File: src/rtl/mycpu_pkg.sv
// Shared encodings for the memory-access stage: load sizes and stage FSM states.
package mycpu_pkg;

  localparam logic [1:0] LD_B = 2'd0;
  localparam logic [1:0] LD_H = 2'd1;
  localparam logic [1:0] LD_W = 2'd2;
  localparam logic [1:0] LD_D = 2'd3;

  typedef enum logic [1:0] {
    MS_EMPTY = 2'd0,
    MS_WAIT  = 2'd1,
    MS_READY = 2'd2
  } ms_state_e;

endpackage

File: src/rtl/load_align.sv
// Load data alignment: picks the byte/half/word lane at the address offset and
// sign- or zero-extends it to XLEN. Purely combinational.
module load_align
  import mycpu_pkg::*;
#(
  parameter int XLEN = 32
) (
  input  logic [XLEN-1:0]            rdata,
  input  logic [$clog2(XLEN/8)-1:0]  offset,
  input  logic [1:0]                 size,
  input  logic                       ld_unsigned,
  output logic [XLEN-1:0]            result
);

  localparam int OFFW = $clog2(XLEN/8);

  logic [OFFW+2:0] shamt;
  logic [XLEN-1:0] shifted;
  logic [XLEN-1:0] mask;
  logic            sign_bit;

  assign shamt   = {offset, 3'b000};
  assign shifted = rdata >> shamt;

  always_comb begin
    mask     = '1;
    sign_bit = 1'b0;
    case (size)
      LD_B: begin
        mask     = XLEN'(8'hFF);
        sign_bit = shifted[7];
      end
      LD_H: begin
        mask     = XLEN'(16'hFFFF);
        sign_bit = shifted[15];
      end
      LD_W: begin
        mask     = XLEN'(32'hFFFF_FFFF);
        sign_bit = shifted[31];
      end
      default: begin
        mask     = '1;
        sign_bit = 1'b0;
      end
    endcase
  end

  // Bits above the loaded field are filled with the sign bit unless unsigned.
  assign result = (shifted & mask) | (~mask & {XLEN{sign_bit & ~ld_unsigned}});

endmodule

File: src/rtl/mem_stage_pipe.sv
// Memory-access pipeline stage: holds one instruction, waits for in-order data
// responses, buffers them under write-back stall and discards responses of flushed loads.
module mem_stage_pipe
  import mycpu_pkg::*;
#(
  parameter int XLEN            = 32,
  parameter int REG_AW          = 5,
  parameter int MAX_OUTSTANDING = 2
) (
  input  logic              clk,
  input  logic              resetn,
  input  logic              flush,
  input  logic              es_to_ms_valid,
  output logic              ms_allowin,
  input  logic [XLEN-1:0]   es_pc,
  input  logic              es_gr_we,
  input  logic [REG_AW-1:0] es_dest,
  input  logic [XLEN-1:0]   es_alu_result,
  input  logic              es_res_from_mem,
  input  logic              es_mem_req,
  input  logic [1:0]        es_ld_size,
  input  logic              es_ld_unsigned,
  input  logic              data_sram_data_ok,
  input  logic [XLEN-1:0]   data_sram_rdata,
  output logic              ms_to_ws_valid,
  input  logic              ws_allowin,
  output logic [XLEN-1:0]   ms_pc,
  output logic              ms_gr_we,
  output logic [REG_AW-1:0] ms_dest,
  output logic [XLEN-1:0]   ms_final_result,
  output logic              ms_fwd_valid,
  output logic              ms_fwd_block
);

  localparam int OFFW = $clog2(XLEN/8);
  localparam int CNTW = $clog2(MAX_OUTSTANDING + 1);

  ms_state_e         state;
  ms_state_e         state_nxt;
  logic [CNTW-1:0]   discard_cnt;
  logic [CNTW-1:0]   discard_cnt_nxt;

  logic [XLEN-1:0]   ms_alu_result;
  logic              ms_res_from_mem;
  logic [1:0]        ms_ld_size;
  logic              ms_ld_unsigned;
  logic [XLEN-1:0]   rdata_buf;

  logic              ms_valid;
  logic              cnt_zero;
  logic              resp_take;
  logic              ready_go;
  logic              accept;
  logic              leave;
  logic              buf_load;
  logic              cnt_inc;
  logic              cnt_dec;
  logic [XLEN-1:0]   load_src;
  logic [XLEN-1:0]   load_data;

  assign ms_valid  = (state != MS_EMPTY);
  assign cnt_zero  = (discard_cnt == '0);
  // A response only belongs to the held load once all flushed requests are drained.
  assign resp_take = (state == MS_WAIT) && data_sram_data_ok && cnt_zero;
  assign ready_go  = (state == MS_READY) || resp_take;

  assign ms_allowin     = !ms_valid || (ready_go && ws_allowin);
  assign ms_to_ws_valid = ms_valid && ready_go;
  assign accept         = es_to_ms_valid && ms_allowin && !flush;
  assign leave          = ms_valid && ready_go && ws_allowin;
  assign buf_load       = resp_take && !ws_allowin && !flush;

  assign ms_fwd_valid = ms_valid && ms_gr_we && ready_go;
  assign ms_fwd_block = ms_valid && ms_gr_we && ms_res_from_mem && !ready_go;

  // In WAIT the response is used directly; in READY the buffered copy is used.
  assign load_src = (state == MS_WAIT) ? data_sram_rdata : rdata_buf;

  load_align #(.XLEN(XLEN)) u_load_align (
    .rdata       (load_src),
    .offset      (ms_alu_result[OFFW-1:0]),
    .size        (ms_ld_size),
    .ld_unsigned (ms_ld_unsigned),
    .result      (load_data)
  );

  assign ms_final_result = ms_res_from_mem ? load_data : ms_alu_result;

  always_comb begin
    state_nxt = state;
    if (flush) begin
      state_nxt = MS_EMPTY;
    end else if (accept) begin
      state_nxt = es_mem_req ? MS_WAIT : MS_READY;
    end else if (leave) begin
      state_nxt = MS_EMPTY;
    end else if (resp_take) begin
      state_nxt = MS_READY;
    end
  end

  // A flushed load still owes a response unless it arrives this very cycle.
  assign cnt_dec = data_sram_data_ok && !cnt_zero;
  assign cnt_inc = flush && (state == MS_WAIT) && !resp_take;

  always_comb begin
    discard_cnt_nxt = discard_cnt;
    case ({cnt_inc, cnt_dec})
      2'b10: begin
        if (discard_cnt != CNTW'(MAX_OUTSTANDING)) begin
          discard_cnt_nxt = discard_cnt + 1'b1;
        end
      end
      2'b01:   discard_cnt_nxt = discard_cnt - 1'b1;
      default: discard_cnt_nxt = discard_cnt;
    endcase
  end

  always_ff @(posedge clk or negedge resetn) begin
    if (!resetn) begin
      state       <= MS_EMPTY;
      discard_cnt <= '0;
    end else begin
      state       <= state_nxt;
      discard_cnt <= discard_cnt_nxt;
    end
  end

  always_ff @(posedge clk or negedge resetn) begin
    if (!resetn) begin
      ms_pc           <= '0;
      ms_gr_we        <= 1'b0;
      ms_dest         <= '0;
      ms_alu_result   <= '0;
      ms_res_from_mem <= 1'b0;
      ms_ld_size      <= 2'b00;
      ms_ld_unsigned  <= 1'b0;
    end else if (accept) begin
      ms_pc           <= es_pc;
      ms_gr_we        <= es_gr_we;
      ms_dest         <= es_dest;
      ms_alu_result   <= es_alu_result;
      ms_res_from_mem <= es_res_from_mem;
      ms_ld_size      <= es_ld_size;
      ms_ld_unsigned  <= es_ld_unsigned;
    end
  end

  always_ff @(posedge clk or negedge resetn) begin
    if (!resetn) begin
      rdata_buf <= '0;
    end else if (buf_load) begin
      rdata_buf <= data_sram_rdata;
    end
  end

  discard_cnt_saturation: assert property (@(posedge clk) disable iff (!resetn)
    !(cnt_inc && !cnt_dec && (discard_cnt == CNTW'(MAX_OUTSTANDING))));

endmodule

File: config.mk
export PLATFORM = sky130hd
export DESIGN_NAME = mem_stage_pipe
export DESIGN_NICKNAME = d
export VERILOG_FILES = /design/src/rtl/mycpu_pkg.sv /design/src/rtl/load_align.sv /design/src/rtl/mem_stage_pipe.sv
export SDC_FILE = /design/constraint.sdc
export NUM_CORES = 1
export LEC_CHECK = 0
export ABC_CLOCK_PERIOD_IN_PS = 2850
export BUFFER_PORTS_ARGS = -buffer_cell sky130_fd_sc_hd__buf_2
export CAP_MARGIN = 20
export CORE_MARGIN = 8
export CORE_UTILIZATION = 55
export CTS_CLUSTER_DIAMETER = 80
export DETAILED_ROUTE_END_ITERATION = 10
export PLACE_DENSITY = 0.95
export SETUP_SLACK_MARGIN = 0.15
export SLEW_MARGIN = 30
export SYNTH_ARGS = -nofsm -noshare
export SYNTH_HDL_FRONTEND = slang
export SYNTH_SLANG_ARGS = --single-unit
File: constraint.sdc
create_clock -name clk -period 2.85 [get_ports clk]
set_input_delay 0.1425 -clock clk [delete_from_list [all_inputs] [get_ports clk]]
set_output_delay 0.1425 -clock clk [all_outputs]
set_load 0.02 [all_outputs]
* Word-level counts from Yosys, hierarchy flattened *
Index checks and enable logic that the tools add are counted.

storage, ports and cells
  bits of input ports = 113
  output and inout bits = 74
  bits in registers = 110
  word-level logic and storage cells = 68

operators by class
  bitwise logic cells = 6
  equality and inequality tests = 8
  reductions and logical operators = 30
  shifts and indexed selects = 1
  $add $sub $neg = 2
  multiplexer cells = 11

operator list
  operator                                                             count
  32-bit AND                                                           2
  32-bit two-way mux                                                   2
  32-bit one-hot mux with 2 select lines                               1
  32-bit NOT                                                           1
  32-bit bitwise OR                                                    1
  32-bit by 5-bit right shift with 32-bit output                       1
  1-bit logical AND                                                    16
  2-bit two-way mux                                                    6
  2-bit by 1-bit == test with 1-bit output (second input constant)     3
  2-bit == test (second input constant)                                3
  1-bit logical NOT                                                    6
  2-bit logical NOT                                                    2
  2-bit inequality test (second input constant)                        2
  2-bit one-hot mux with 2 select lines                                1
  2-bit nonzero test                                                   2
  4-bit nonzero test                                                   1
  1-bit one-hot mux with 3 select lines                                1
  2-bit by 1-bit adder with 2-bit output (second input constant)       1
  1-bit logical OR                                                     2
  2-bit AND reduction                                                  1
  2-bit by 1-bit subtractor with 2-bit output (second input constant)  1
  1-bit AND                                                            1
  1-bit NOT                                                            1

* Longest topological paths before layout *
  word-level depth = 10
  mapped depth = 8
  depth with buffers taken out = 5

* By module *
From an unflattened synthesis, not the netlist that was laid out.

unflattened totals
  cells, all modules = 525
  area total of the unflattened synthesis = 6,027.0 sq um

by module, submodules not included
  module          cells each  times used  area each (sq um)  sequential area each (sq um)
  mem_stage_pipe  410         1           5,182.5            2,752.6
  load_align      115         1           844.6              0.0

* Least setup slack after synthesis *
No wires, ideal clock.

  kind = register to output
  start point = register state[1]
  end point = output ms_final_result[30]
  required time = 2.707 ns
  path buffers = 3
  data arrival time = 2.003 ns
  path slack = 0.704 ns
  stages on the path, launching flop included = 9
  cell sequence = dfrtp_1 and2b_4 buf_12 buf_4 mux2i_1 nor2_1 o21ai_2 buf_4 o2111ai_1

between the ends
  cells in the longest elaborated chain, start to end = 8
  elaborated cells between the ends (all ways) = 9
  classes of those cells = eq/ne: 1; shift: 1; mux: 3; bitwise: 4

RTL lines
  item                                              line                   source
  start, declared                                   mem_stage_pipe.sv:38   ms_state_e state;
  start signal, assigned                            mem_stage_pipe.sv:124  state <= state_nxt;
  2-bit by 1-bit == test with 1-bit output *        mem_stage_pipe.sv:77   assign load_src = (state == MS_WAIT) ? data_sram_rdata : rdata_buf;
  32-bit two-way mux *                              mem_stage_pipe.sv:77
  32-bit by 5-bit right shift with 32-bit output *  load_align.sv:23       assign shifted = rdata >> shamt;
  1-bit one-hot mux with 3 select lines             load_align.sv:28       case (size)
  1-bit AND                                         load_align.sv:49       assign result = (shifted & mask) | (~mask & {XLEN{sign_bit & ~ld_unsigned}});
  32-bit AND                                        load_align.sv:49
  32-bit bitwise OR *                               load_align.sv:49
  32-bit two-way mux *                              mem_stage_pipe.sv:87   assign ms_final_result = ms_res_from_mem ? load_data : ms_alu_result;
  end, declared                                     mem_stage_pipe.sv:30   output logic [XLEN-1:0] ms_final_result,

Mark *: on every way between the ends. The rest lies on a longest branch, timed or not.

* Worst setup path in the final report *
  start point = register state[1]
  end point = output ms_final_result[29]

Same word-level chain as after synthesis.

==> impl_metrics.ini <==
[critical_path]
start_kind = register
crit_fanout = 7
worstPathRequired_ns = 2.71
arrival_ns = 2.64
crit_type = register to output port
endpoint_kind = output port

[placed_design]
dp_hpwl_um = 11990
port-buffer-count = 186
routabilityCongestion = 0.9489

[logic_synthesis]
yosys-top-cells-area = dfrtp_1, mux2_2, mux2i_1
async_reset_ff_share_pct = 100.0
synth_fp_nets = 540
syn_area_mm2 = 0.005608
yosysTopAreaCell = dfrtp_1
synth-seq-cells = 110
yosysTopAreaCellShare_pct = 49.09
yosys_most_used_dff = dfrtp_1
yosysWarnings = 0
synth_area_per_cell_um2 = 13.13
synthCells = 427
synth-edff-count = 0
synthDistinctLibCells = 46
synth_seq_area_share_pct = 49.09

[sta]
setup_viol = 0
tightest_slew_ns = 0.7663
slew-limit-headroom_pct = 48.91
period_needed_ns = 2.783
clock_skew_ns = 0.01285
timing.final.crit_share_pct = 97.66
grt_setup_unrepaired = true
hold_viol = 0
max_freq_ghz = 0.3593
finalMaxSlewViolations = 0

[clock_network]
numCtsBuffers = 9
insertion_delay_ns = 0.37
root_buffer = clkbuf_8
clk_pin_slew_ns = 0.12
cts.htree.levels = 3
cts_tree = yes
clkSinkCount = 110
cts_max_path_buffers = 2

[power]
p_total_uw = 5388
p_int_uw = 3316
switching_power_uw = 2072
clockPowerShare_pct = 17.7
p_leak_uw = 0.003658
power_frac_comb_pct = 42.1
p_seq_share_pct = 40.2
vdd_ir_drop_max_v = 0.0004220
sw_frac_of_total_pct = 38.46
power_density_mw_per_mm2 = 701.2

[outcome]
status = finished, final reports clean

[global_route]
grt_pass1_wl_um = 27700
antenna_found_initial = 0
grt_usage_pct = 26.82
grt_pass1_vias = 5330
overflow = 0
grt_max_degree = 77

[die]
core_mm2 = 0.01009
die_area_mm2 = 0.01368
rows = 37
initial_core_util_pct = 55.57
io_pins = 187
die_y_um = 117.0
die_w_um = 117.0

[routing]
routed_wl_um = 18500
routedWlPerCell_um = 22.73
drtIter0Drc = 422
num_vias = 4769
drc = 0
dr.pass1.iters = 7
viasPerCell = 5.859
ant_nets = 0

[cells_and_area]
fill_cells = 652
utilization_pct = 76.13
syn2layout_area_growth_pct = 37.01
nNetsFinal = 785
layout_common_cells = buf_2, dfrtp_1, mux2_2
drive_above_1_share_pct = 53.47
final_common_cell = buf_2

[run]
maxCapViolCount = 0

[min_path]
hp-class = input port to register
critical path, stage by stage, from the launching register on:
cell and delay, ns:
dfrtp_1 0.39, and2b_4 0.33, mux4_2 0.53, a222oi_1 0.31, or4_4 0.27, clkbuf_16 0.16, o2111ai_2 0.11, buf_6 0.17
repair_timing:
action	in CTS	in global routing
endpoints found under the setup margin	22	25
endpoints found under the hold margin	112	2
cloned	0	3
resized for setup	3	27
setup buffers	4	2
pin swaps	2	2
hold buffers	57	2
flip-flops by register name (all words and copies together) (netlist names):
register and cells:
state 2, rdata_buf 32, ms_ld_size 2, ms_alu_result 32, ms_res_from_mem 1, ms_pc 32
ms_gr_we 1, discard_cnt 2, ms_dest 5, ms_ld_unsigned 1
worst paths after layout:
path / from / end / slack [ns] / cells past startpoint
worst min-delay path: es_pc[7] / ms_pc[7]$_DFFE_PN0P_ / 0.0009 / 2
worst max register to register: state[1]$_DFFE_PN0P_ / rdata_buf[7]$_DFFE_PN0P_ / 0.86 / 6
min in group asynchronous: resetn / rdata_buf[13]$_DFFE_PN0P_ / 0.37 / 2
worst max-delay path: state[1]$_DFFE_PN0P_ / ms_final_result[29] / 0.07 / 7
max in group asynchronous: resetn / rdata_buf[30]$_DFFE_PN0P_ / 1.71 / 3
worst min register to register: rdata_buf[7]$_DFFE_PN0P_ / rdata_buf[7]$_DFFE_PN0P_ / 0.51 / 1
per-stage QoR:
stage          worst slack (ns)  cell area (um^2)  cells  TNS (ns)  hold slack [ns]
6_report                0.06678              7684    814         0        0.0008686
5_1_grt                -0.01522              7681    813  -0.02795         0.003125
4_1_cts                 0.09861              7473    806         0        0.0008399
3_5_place_dp             0.3798              6658    729         0           0.2639
3_3_place_gp             0.4581              6658    729         0           0.2473
2_1_floorplan            0.7043              5608    427         0          -0.1531
cells in the mapped netlist (2+ instances only):
master / instances
a21oi_1: 10
a22oi_1: 9
a31oi_1: 3
buf_1: 9
buf_2: 6
buf_4: 3
clkbuf_1: 9
dfrtp_1: 110
inv_1: 3
mux2_1: 2
mux2_2: 107
mux2i_1: 32
mux4_1: 3
mux4_2: 10
nand2_1: 15
nand2b_1: 5
nand3_1: 3
nand3_2: 10
nor2_1: 13
nor2b_1: 9
o2111ai_1: 7
o21a_1: 2
o21ai_0: 16
o22ai_1: 3
o2bb2ai_1: 7
power by group through the flow:
stage | clock network [uW] | logic [uW] | registers [uW]
after global routing | 1020 | 2420 | 2200
after floorplan | 0 | 1260 | 2260
final | 955 | 2270 | 2170
after CTS | 959 | 2130 | 2150
after global placement | 0 | 1980 | 2140
after detailed placement | 0 | 2040 | 2180
routing by layer:
layer  vias up  track usage, %  wire (um)
met3        65           7.029       1552
met4         0           13.40        738
met2       260           47.72       9536
li1       2086               -          -
met5         -               0          0
met1      2358           28.99       6676
area by class of cell:
class	count	area (um^2)	area share [%]
Antenna cell	1	2.502	0.03257
Clock buffer	9	123.9	1.612
Clock inverter	7	78.83	1.026
Inverter	4	15.01	0.1954
Multi-Input combinational cell	283	2725	35.47
Sequential cell	110	2753	35.82
Tap cell	136	170.2	2.215
Timing Repair Buffer	264	1815	23.63
cell families (layout without fill, tap and decap cells):
group           count (synthesis)  in the layout  share of synthesized area [%]
simple gates                   65             65                          6.761
mux                           155            155                          33.29
compound gates                 63             63                          7.631
other cells                     0              1                              0
flops                         110            110                          49.09
buf+inv                        34            284                          3.235
No activity file was read; power rests on OpenSTA's default activity.
